### src/rtl/jtag_ir_dr_if.sv
// Bundle of TAP strobes, serial data and parallel user-register signals for jtag_ir_dr.
// master = TAP/controller side, slave = register bank.
interface jtag_ir_dr_if #(
    parameter int IR_W = 4,
    parameter int DR_W = 32
);
    logic            TDI;
    logic            CAPTUREIR;
    logic            SHIFTIR;
    logic            UPDATEIR;
    logic            CAPTUREDR;
    logic            SHIFTDR;
    logic            UPDATEDR;
    logic            TAP_RST;
    logic            SELECT;
    logic [DR_W-1:0] USER_DIN;
    logic            TDO;
    logic            TDO_EN;
    logic [IR_W-1:0] IR_VALUE;
    logic [DR_W-1:0] USER_DOUT;
    logic            USER_UPDATE;

    modport master (
        output TDI, CAPTUREIR, SHIFTIR, UPDATEIR, CAPTUREDR, SHIFTDR, UPDATEDR,
               TAP_RST, SELECT, USER_DIN,
        input  TDO, TDO_EN, IR_VALUE, USER_DOUT, USER_UPDATE
    );

    modport slave (
        input  TDI, CAPTUREIR, SHIFTIR, UPDATEIR, CAPTUREDR, SHIFTDR, UPDATEDR,
               TAP_RST, SELECT, USER_DIN,
        output TDO, TDO_EN, IR_VALUE, USER_DOUT, USER_UPDATE
    );
endinterface

### src/rtl/jtag_ir_dr.sv
// JTAG IR/DR register bank: 4-bit IR, BYPASS, IDCODE and user DR, TDO retimed on falling TCK.
// Optional macro JTAG_USER_LOOPBACK_EN adds USER_LOOP (4'b1001) readback of USER_DOUT.
module jtag_ir_dr #(
    parameter int          IR_W       = 4,
    parameter int          DR_W       = 32,
    parameter logic [31:0] IDCODE_VAL = 32'h1000_0001
) (
    input  logic        TCK,
    input  logic        TRST_N,
    jtag_ir_dr_if.slave bus
);

    localparam logic [IR_W-1:0] OP_IDCODE    = 4'b0010;
    localparam logic [IR_W-1:0] OP_USER      = 4'b1000;
`ifdef JTAG_USER_LOOPBACK_EN
    localparam logic [IR_W-1:0] OP_USER_LOOP = 4'b1001;
`endif

    logic [IR_W-1:0] ir_value;
    logic [IR_W-1:0] ir_shift;
    logic            bypass;
    logic [31:0]     id_shift;
    logic [DR_W-1:0] user_shift;
    logic [DR_W-1:0] user_dout;
    logic            user_update;
    logic            tdo;
    logic            tdo_en;

    logic            sel_id;
    logic            sel_user;
    logic            sel_loop;
    logic [DR_W-1:0] user_cap_val;
    logic            dr_tdo;
    logic            capture_any;
    logic            shift_any;
    logic            do_shift_ir;
    logic            do_shift_dr;
    logic            do_upd_ir;
    logic            do_upd_dr;

    // Unknown opcodes fall through to BYPASS because neither sel_id nor sel_user is set.
    always_comb begin
        sel_id       = (ir_value == OP_IDCODE);
        sel_loop     = 1'b0;
        user_cap_val = bus.USER_DIN;
`ifdef JTAG_USER_LOOPBACK_EN
        sel_loop     = (ir_value == OP_USER_LOOP);
        if (sel_loop) user_cap_val = user_dout;
`endif
        sel_user     = (ir_value == OP_USER) || sel_loop;
        dr_tdo       = sel_id ? id_shift[0] : (sel_user ? user_shift[0] : bypass);

        capture_any  = bus.CAPTUREIR | bus.CAPTUREDR;
        shift_any    = bus.SHIFTIR | bus.SHIFTDR;
        do_shift_ir  = bus.SHIFTIR & ~capture_any;
        do_shift_dr  = bus.SHIFTDR & ~capture_any;
        do_upd_ir    = bus.UPDATEIR & ~capture_any & ~shift_any;
        do_upd_dr    = bus.UPDATEDR & ~capture_any & ~shift_any;
    end

    always_ff @(posedge TCK or negedge TRST_N) begin
        if (!TRST_N) begin
            ir_value <= OP_IDCODE;
            ir_shift <= '0;
        end else begin
            if (bus.CAPTUREIR)
                ir_shift <= IR_W'(1);
            else if (do_shift_ir)
                ir_shift <= {bus.TDI, ir_shift[IR_W-1:1]};

            if (!bus.TAP_RST)
                ir_value <= OP_IDCODE;
            else if (do_upd_ir)
                ir_value <= ir_shift;
        end
    end

    // Only the register selected by the current IR moves; the others keep their contents.
    always_ff @(posedge TCK or negedge TRST_N) begin
        if (!TRST_N) begin
            bypass      <= 1'b0;
            id_shift    <= '0;
            user_shift  <= '0;
            user_dout   <= '0;
            user_update <= 1'b0;
        end else begin
            user_update <= 1'b0;
            if (bus.CAPTUREDR) begin
                if (sel_id)
                    id_shift <= IDCODE_VAL;
                else if (sel_user)
                    user_shift <= user_cap_val;
                else
                    bypass <= 1'b0;
            end else if (do_shift_dr) begin
                if (sel_id)
                    id_shift <= {bus.TDI, id_shift[31:1]};
                else if (sel_user)
                    user_shift <= {bus.TDI, user_shift[DR_W-1:1]};
                else
                    bypass <= bus.TDI;
            end else if (do_upd_dr && sel_user && !sel_loop) begin
                user_dout   <= user_shift;
                user_update <= 1'b1;
            end
        end
    end

    // TDO is launched on the falling edge so the TAP's rising-edge sample sees a stable bit.
    always_ff @(negedge TCK or negedge TRST_N) begin
        if (!TRST_N) begin
            tdo    <= 1'b0;
            tdo_en <= 1'b0;
        end else begin
            tdo    <= bus.SELECT ? ir_shift[0] : dr_tdo;
            tdo_en <= bus.SHIFTIR | bus.SHIFTDR;
        end
    end

    assign bus.TDO         = tdo;
    assign bus.TDO_EN      = tdo_en;
    assign bus.IR_VALUE    = ir_value;
    assign bus.USER_DOUT   = user_dout;
    assign bus.USER_UPDATE = user_update;

endmodule

### src/flat_wrapper.sv
// flat-port wrapper written by rule: the top's interface ports become plain ports
module jtag_ir_dr_flat 
#(
    parameter int          IR_W       = 4,
    parameter int          DR_W       = 32,
    parameter logic [31:0] IDCODE_VAL = 32'h1000_0001
)
  (TCK, TRST_N, bus_TDI, bus_CAPTUREIR, bus_SHIFTIR, bus_UPDATEIR, bus_CAPTUREDR, bus_SHIFTDR, bus_UPDATEDR, bus_TAP_RST, bus_SELECT, bus_USER_DIN, bus_TDO, bus_TDO_EN, bus_IR_VALUE, bus_USER_DOUT, bus_USER_UPDATE);
  jtag_ir_dr_if #(.IR_W(IR_W), .DR_W(DR_W)) bus_i ();
  input  logic TCK;
  input  logic TRST_N;
  input wire logic [$bits(bus_i.TDI)-1:0] bus_TDI;
  input wire logic [$bits(bus_i.CAPTUREIR)-1:0] bus_CAPTUREIR;
  input wire logic [$bits(bus_i.SHIFTIR)-1:0] bus_SHIFTIR;
  input wire logic [$bits(bus_i.UPDATEIR)-1:0] bus_UPDATEIR;
  input wire logic [$bits(bus_i.CAPTUREDR)-1:0] bus_CAPTUREDR;
  input wire logic [$bits(bus_i.SHIFTDR)-1:0] bus_SHIFTDR;
  input wire logic [$bits(bus_i.UPDATEDR)-1:0] bus_UPDATEDR;
  input wire logic [$bits(bus_i.TAP_RST)-1:0] bus_TAP_RST;
  input wire logic [$bits(bus_i.SELECT)-1:0] bus_SELECT;
  input wire logic [$bits(bus_i.USER_DIN)-1:0] bus_USER_DIN;
  output wire logic [$bits(bus_i.TDO)-1:0] bus_TDO;
  output wire logic [$bits(bus_i.TDO_EN)-1:0] bus_TDO_EN;
  output wire logic [$bits(bus_i.IR_VALUE)-1:0] bus_IR_VALUE;
  output wire logic [$bits(bus_i.USER_DOUT)-1:0] bus_USER_DOUT;
  output wire logic [$bits(bus_i.USER_UPDATE)-1:0] bus_USER_UPDATE;
  assign bus_i.TDI = bus_TDI;
  assign bus_i.CAPTUREIR = bus_CAPTUREIR;
  assign bus_i.SHIFTIR = bus_SHIFTIR;
  assign bus_i.UPDATEIR = bus_UPDATEIR;
  assign bus_i.CAPTUREDR = bus_CAPTUREDR;
  assign bus_i.SHIFTDR = bus_SHIFTDR;
  assign bus_i.UPDATEDR = bus_UPDATEDR;
  assign bus_i.TAP_RST = bus_TAP_RST;
  assign bus_i.SELECT = bus_SELECT;
  assign bus_i.USER_DIN = bus_USER_DIN;
  assign bus_TDO = bus_i.TDO;
  assign bus_TDO_EN = bus_i.TDO_EN;
  assign bus_IR_VALUE = bus_i.IR_VALUE;
  assign bus_USER_DOUT = bus_i.USER_DOUT;
  assign bus_USER_UPDATE = bus_i.USER_UPDATE;
  jtag_ir_dr #(.IR_W(IR_W), .DR_W(DR_W), .IDCODE_VAL(IDCODE_VAL)) u_core (.TCK(TCK), .TRST_N(TRST_N), .bus(bus_i));
endmodule
### config.mk
export PLATFORM = sky130hd
export DESIGN_NAME = jtag_ir_dr_flat
export DESIGN_NICKNAME = d
export VERILOG_FILES = /design/src/rtl/jtag_ir_dr_if.sv /design/src/rtl/jtag_ir_dr.sv /design/src/flat_wrapper.sv
export SDC_FILE = /design/constraint.sdc
export NUM_CORES = 1
export LEC_CHECK = 0
export CAP_MARGIN = 20
export CORE_MARGIN = 5
export CORE_UTILIZATION = 55
export DETAILED_ROUTE_END_ITERATION = 16
export PLACE_DENSITY = 0.93
export SLEW_MARGIN = 30
export SYNTH_ARGS = -nofsm -noshare
export SYNTH_HDL_FRONTEND = slang
export SYNTH_SLANG_ARGS = --single-unit
export TNS_END_PERCENT = 100
### constraint.sdc
create_clock -name TCK -period 2.87 [get_ports TCK]
set_input_delay 0.4305 -clock TCK [delete_from_list [all_inputs] [get_ports TCK]]
set_output_delay 0.4305 -clock TCK [all_outputs]
set_load 0.005 [all_outputs]
==> impl_metrics.ini, run 1 <==
[placed_design]
numPortBuffers = 81
detailed_place.area_mm2 = 0.00582
placed_cells_incl_taps = 522
minimum_setup_slack_after_placement_ns = 0.0954
post-dp-hpwl_um = 6520
gp_congestion = 0.809

[cts]
cts.reportedPaths.clkPinSlew_ns = 0.11
post-cts-setup-buffers = 0
clock_insertion_delay_at_the_later_pin_of_the_skew_report_ns = 0.37
clock_sink_count = 108
ctsRootBufferMaster = sky130_fd_sc_hd__clkbuf_8
number_of_clock_buffers_inserted_by_tritoncts = 9
tritoncts_clock_tree = done
htree_num_levels = 3
cts_max_path_buffers = 2

[sta]
rsz0062_at_grt = false
clock-skew-final_ns = 0.0220
worst_slew_pin_slew_ns = 0.718
finalSetupViolCount = 0
maxSlewViolCount = 0
worst_slack_ns = 0.0498
hold_viol_final = 0
relSlewSlack_pct = 52.1
whs_ns = 0.448
setup_tns_ns = 0

[finish]
flow.area_growth_from_synthesis_pct = 22.9
layoutNonFillerInstCount = 539
post_layout_nets = 469
layout.filler_cells = 564
multi_input_comb_area_mm2 = 0.00206
layout.area.seq_mm2 = 0.00270
final_core_util_pct = 69.3
final_area_mm2 = 0.00604
diodes = 0
final_layout_size_suffix_gt1_share_pct = 37.1

[global_route]
antenna_found_initial = 0
globalRouteOverflowTotal = 0
globalRouteTotalUtil_pct = 18.2
first_global_vias = 3212
grt_pass1_wl_um = 16300
grt_max_degree = 61

[critical_path]
timing.critical_path.slowest_cell_delay_ns = 0.40
regToRegEndpoint = u_core.bus.TDO
timing.critical_path.fanout_max = 1
worst_r2r_path_depth = 3
cpLargestDelayFamily = flip-flops
worstSetupEndpointType = primary output
crit_slowest_cell = sky130_fd_sc_hd__dfrtn_1
worst_r2r_startpoint = u_core.bus.IR_VALUE[0]
critPathLaunchType = register
crit_buf_inv = 1
timing_worst_setup_path_type = reg2out
cp_data_arrival_time_ns = 2.39
path_cells = clkdlybuf4s15_1
timing.reg2reg.setup_slack_ns = 0.18
worst-endpoint-required_ns = 2.44

[power_and_ir_drop]
powerDensity_mw_per_mm2 = 453
design_power_total_mw = 2.74
p_leak_nw = 2.93
vdd.ir_drop.worst_mv = 0.227

[routing]
vias_post_dr = 2955
detail_route.wl_per_cell_um = 17.5
post_drt_via_cell_ratio = 5.48
postRouteAntennaNets = 0
drt_first_pass_iters = 4
detail_route.drc_violations = 0
dr.first_iter.drc_count = 115
detail_route.wirelength_um = 9420

[hold_path]
hold_class = in2async

[yosys]
synth_area_leader_cell = sky130_fd_sc_hd__dfrtp_1
postSynthCellCount = 339
synth_largest_type_area_fraction_pct = 53.4
synthTopCellsByArea = sky130_fd_sc_hd__dfrtp_1 (53%), sky130_fd_sc_hd__mux2_2 (21%), sky130_fd_sc_hd__mux2_4 (9.2%)
synth.ff_latch_count = 108
synth.distinct_cells = 34
postSynthAreaPerCell_um2 = 14.5
post_synth_instance_area_mm2 = 0.00492
count_of_synthesis_stage_warnings_from_yosys = 0
yosysSeqAreaShare_pct = 55.0
synth_fp_nets = 382

[die]
die_area_mm2 = 0.0109
core_mm2 = 0.00872
num_rows = 34
die_height_um = 105
initial_utilization_pct = 56.4
ios = 82
die_w_um = 105

[status]
status = finished clean

[flow_run]
drv_cap = 0
==> sequential cells by signal, indices dropped and copies added (netlist names) <==
name and count:
u_core.id_shift 32, u_core.user_shift 32, u_core.bus.TDO_EN 1, u_core.bus.TDO 1, u_core.bypass 1, u_core.bus.USER_UPDATE 1
u_core.bus.USER_DOUT 32, u_core.ir_shift 4, u_core.bus.IR_VALUE 4
==> cells in the mapped netlist <==
| library cell | n |
|---|---|
| sky130_fd_sc_hd__a21oi_1 | 7 |
| sky130_fd_sc_hd__a221oi_1 | 1 |
| sky130_fd_sc_hd__and3_1 | 2 |
| sky130_fd_sc_hd__buf_2 | 2 |
| sky130_fd_sc_hd__buf_4 | 3 |
| sky130_fd_sc_hd__buf_6 | 7 |
| sky130_fd_sc_hd__clkbuf_1 | 5 |
| sky130_fd_sc_hd__dfrtn_1 | 2 |
| sky130_fd_sc_hd__dfrtp_1 | 105 |
| sky130_fd_sc_hd__dfstp_2 | 1 |
| sky130_fd_sc_hd__inv_1 | 5 |
| sky130_fd_sc_hd__mux2_1 | 1 |
| sky130_fd_sc_hd__mux2_2 | 93 |
| sky130_fd_sc_hd__mux2_4 | 30 |
| sky130_fd_sc_hd__mux2i_1 | 3 |
| sky130_fd_sc_hd__nand2_1 | 10 |
| sky130_fd_sc_hd__nand2b_1 | 1 |
| sky130_fd_sc_hd__nand3_1 | 5 |
| sky130_fd_sc_hd__nand3_4 | 1 |
| sky130_fd_sc_hd__nand3b_1 | 1 |
| sky130_fd_sc_hd__nor2_1 | 4 |
| sky130_fd_sc_hd__nor2b_1 | 32 |
| sky130_fd_sc_hd__nor4_4 | 1 |
| sky130_fd_sc_hd__nor4b_2 | 1 |
| sky130_fd_sc_hd__nor4b_4 | 1 |
| sky130_fd_sc_hd__nor4bb_1 | 1 |
| sky130_fd_sc_hd__o211ai_1 | 1 |
| sky130_fd_sc_hd__o21a_1 | 1 |
| sky130_fd_sc_hd__o21a_2 | 1 |
| sky130_fd_sc_hd__o21ai_0 | 6 |
| sky130_fd_sc_hd__o22ai_1 | 1 |
| sky130_fd_sc_hd__or2_2 | 2 |
| sky130_fd_sc_hd__or4_1 | 1 |
| sky130_fd_sc_hd__xnor2_1 | 1 |
==> kinds of logic after synthesis <==
| group | synth area share, % |
|---|---|
| AO/OA/AOI/OAI | 2.11 |
| multiplexers | 31.3 |
| buffers and inverters | 3.03 |
| XOR/XNOR | 0.178 |
| flip-flops | 55.0 |
| AND/OR/NAND/NOR | 8.37 |
==> cells in the final DEF (no fill, tap or decap), types with 6 or more instances in the layout <==
master / instances
sky130_fd_sc_hd__a21oi_1: 7
sky130_fd_sc_hd__buf_4: 11
sky130_fd_sc_hd__clkbuf_8: 10
sky130_fd_sc_hd__clkdlybuf4s50_1: 77
sky130_fd_sc_hd__dfrtp_1: 105
sky130_fd_sc_hd__mux2_2: 93
sky130_fd_sc_hd__mux2_4: 30
sky130_fd_sc_hd__nand2_1: 10
sky130_fd_sc_hd__nor2b_1: 32
sky130_fd_sc_hd__o21ai_0: 6
==> power breakdown <==
| group | switching (mW) | internal (mW) | total (mW) |
|---|---|---|---|
| Clock | 0.515 | 0.437 | 0.952 |
| Sequential | 0.0145 | 1.55 | 1.56 |
| Combinational | 0.103 | 0.123 | 0.227 |
==> area by class of cell <==
cell class,instances,area share (%)
clock buffer,10,2.28
inverter,5,0.311
tap,108,2.24
timing repair buffer,93,15.0
multi-input combinational,209,34.2
clock inverter,6,1.20
sequential,108,44.8
==> metal layers <==
layer / track usage [%] / up-vias / wire length, um
li1: - / 1357 / -
met1: 24.2 / 1512 / 4170
met2: 30.1 / 74 / 4700
met3: 3.95 / 12 / 442
met4: 5.46 / 0 / 119
met5: 0 / - / 0
==> what timing repair did <==
action	4_1_cts	5_1_grt
hold buffers	1	0
hold endpoints to repair	12	0
resized for setup	2	2
pin swaps	0	0
setup endpoints to repair	2	2
==> worst max path at each step <==
stage	startpoint	endpoint	cells after the start
final	u_core.bus.TDO_EN	bus_TDO_EN	1
after global routing	u_core.bus.TDO_EN	bus_TDO_EN	1
after CTS	u_core.bus.TDO_EN	bus_TDO_EN	1
after global placement	bus_SELECT	u_core.bus.TDO	4
after floorplan	u_core.bus.IR_VALUE[0]	u_core.bus.TDO	3
after detailed placement	bus_SELECT	u_core.bus.TDO	4
(Power assumes the default switching activity.)
==> run 2: changes to the inputs <==
--- a/config.mk
+++ b/config.mk
@@ -5,7 +5,7 @@
 export SDC_FILE = /design/constraint.sdc
 export NUM_CORES = 1
 export LEC_CHECK = 0
-export CAP_MARGIN = 20
+export CAP_MARGIN = 25
 export CORE_MARGIN = 5
 export CORE_UTILIZATION = 55
 export DETAILED_ROUTE_END_ITERATION = 16
==> results of run 2 <==
Final layout, timing and power as in run 1 (identical DEF).
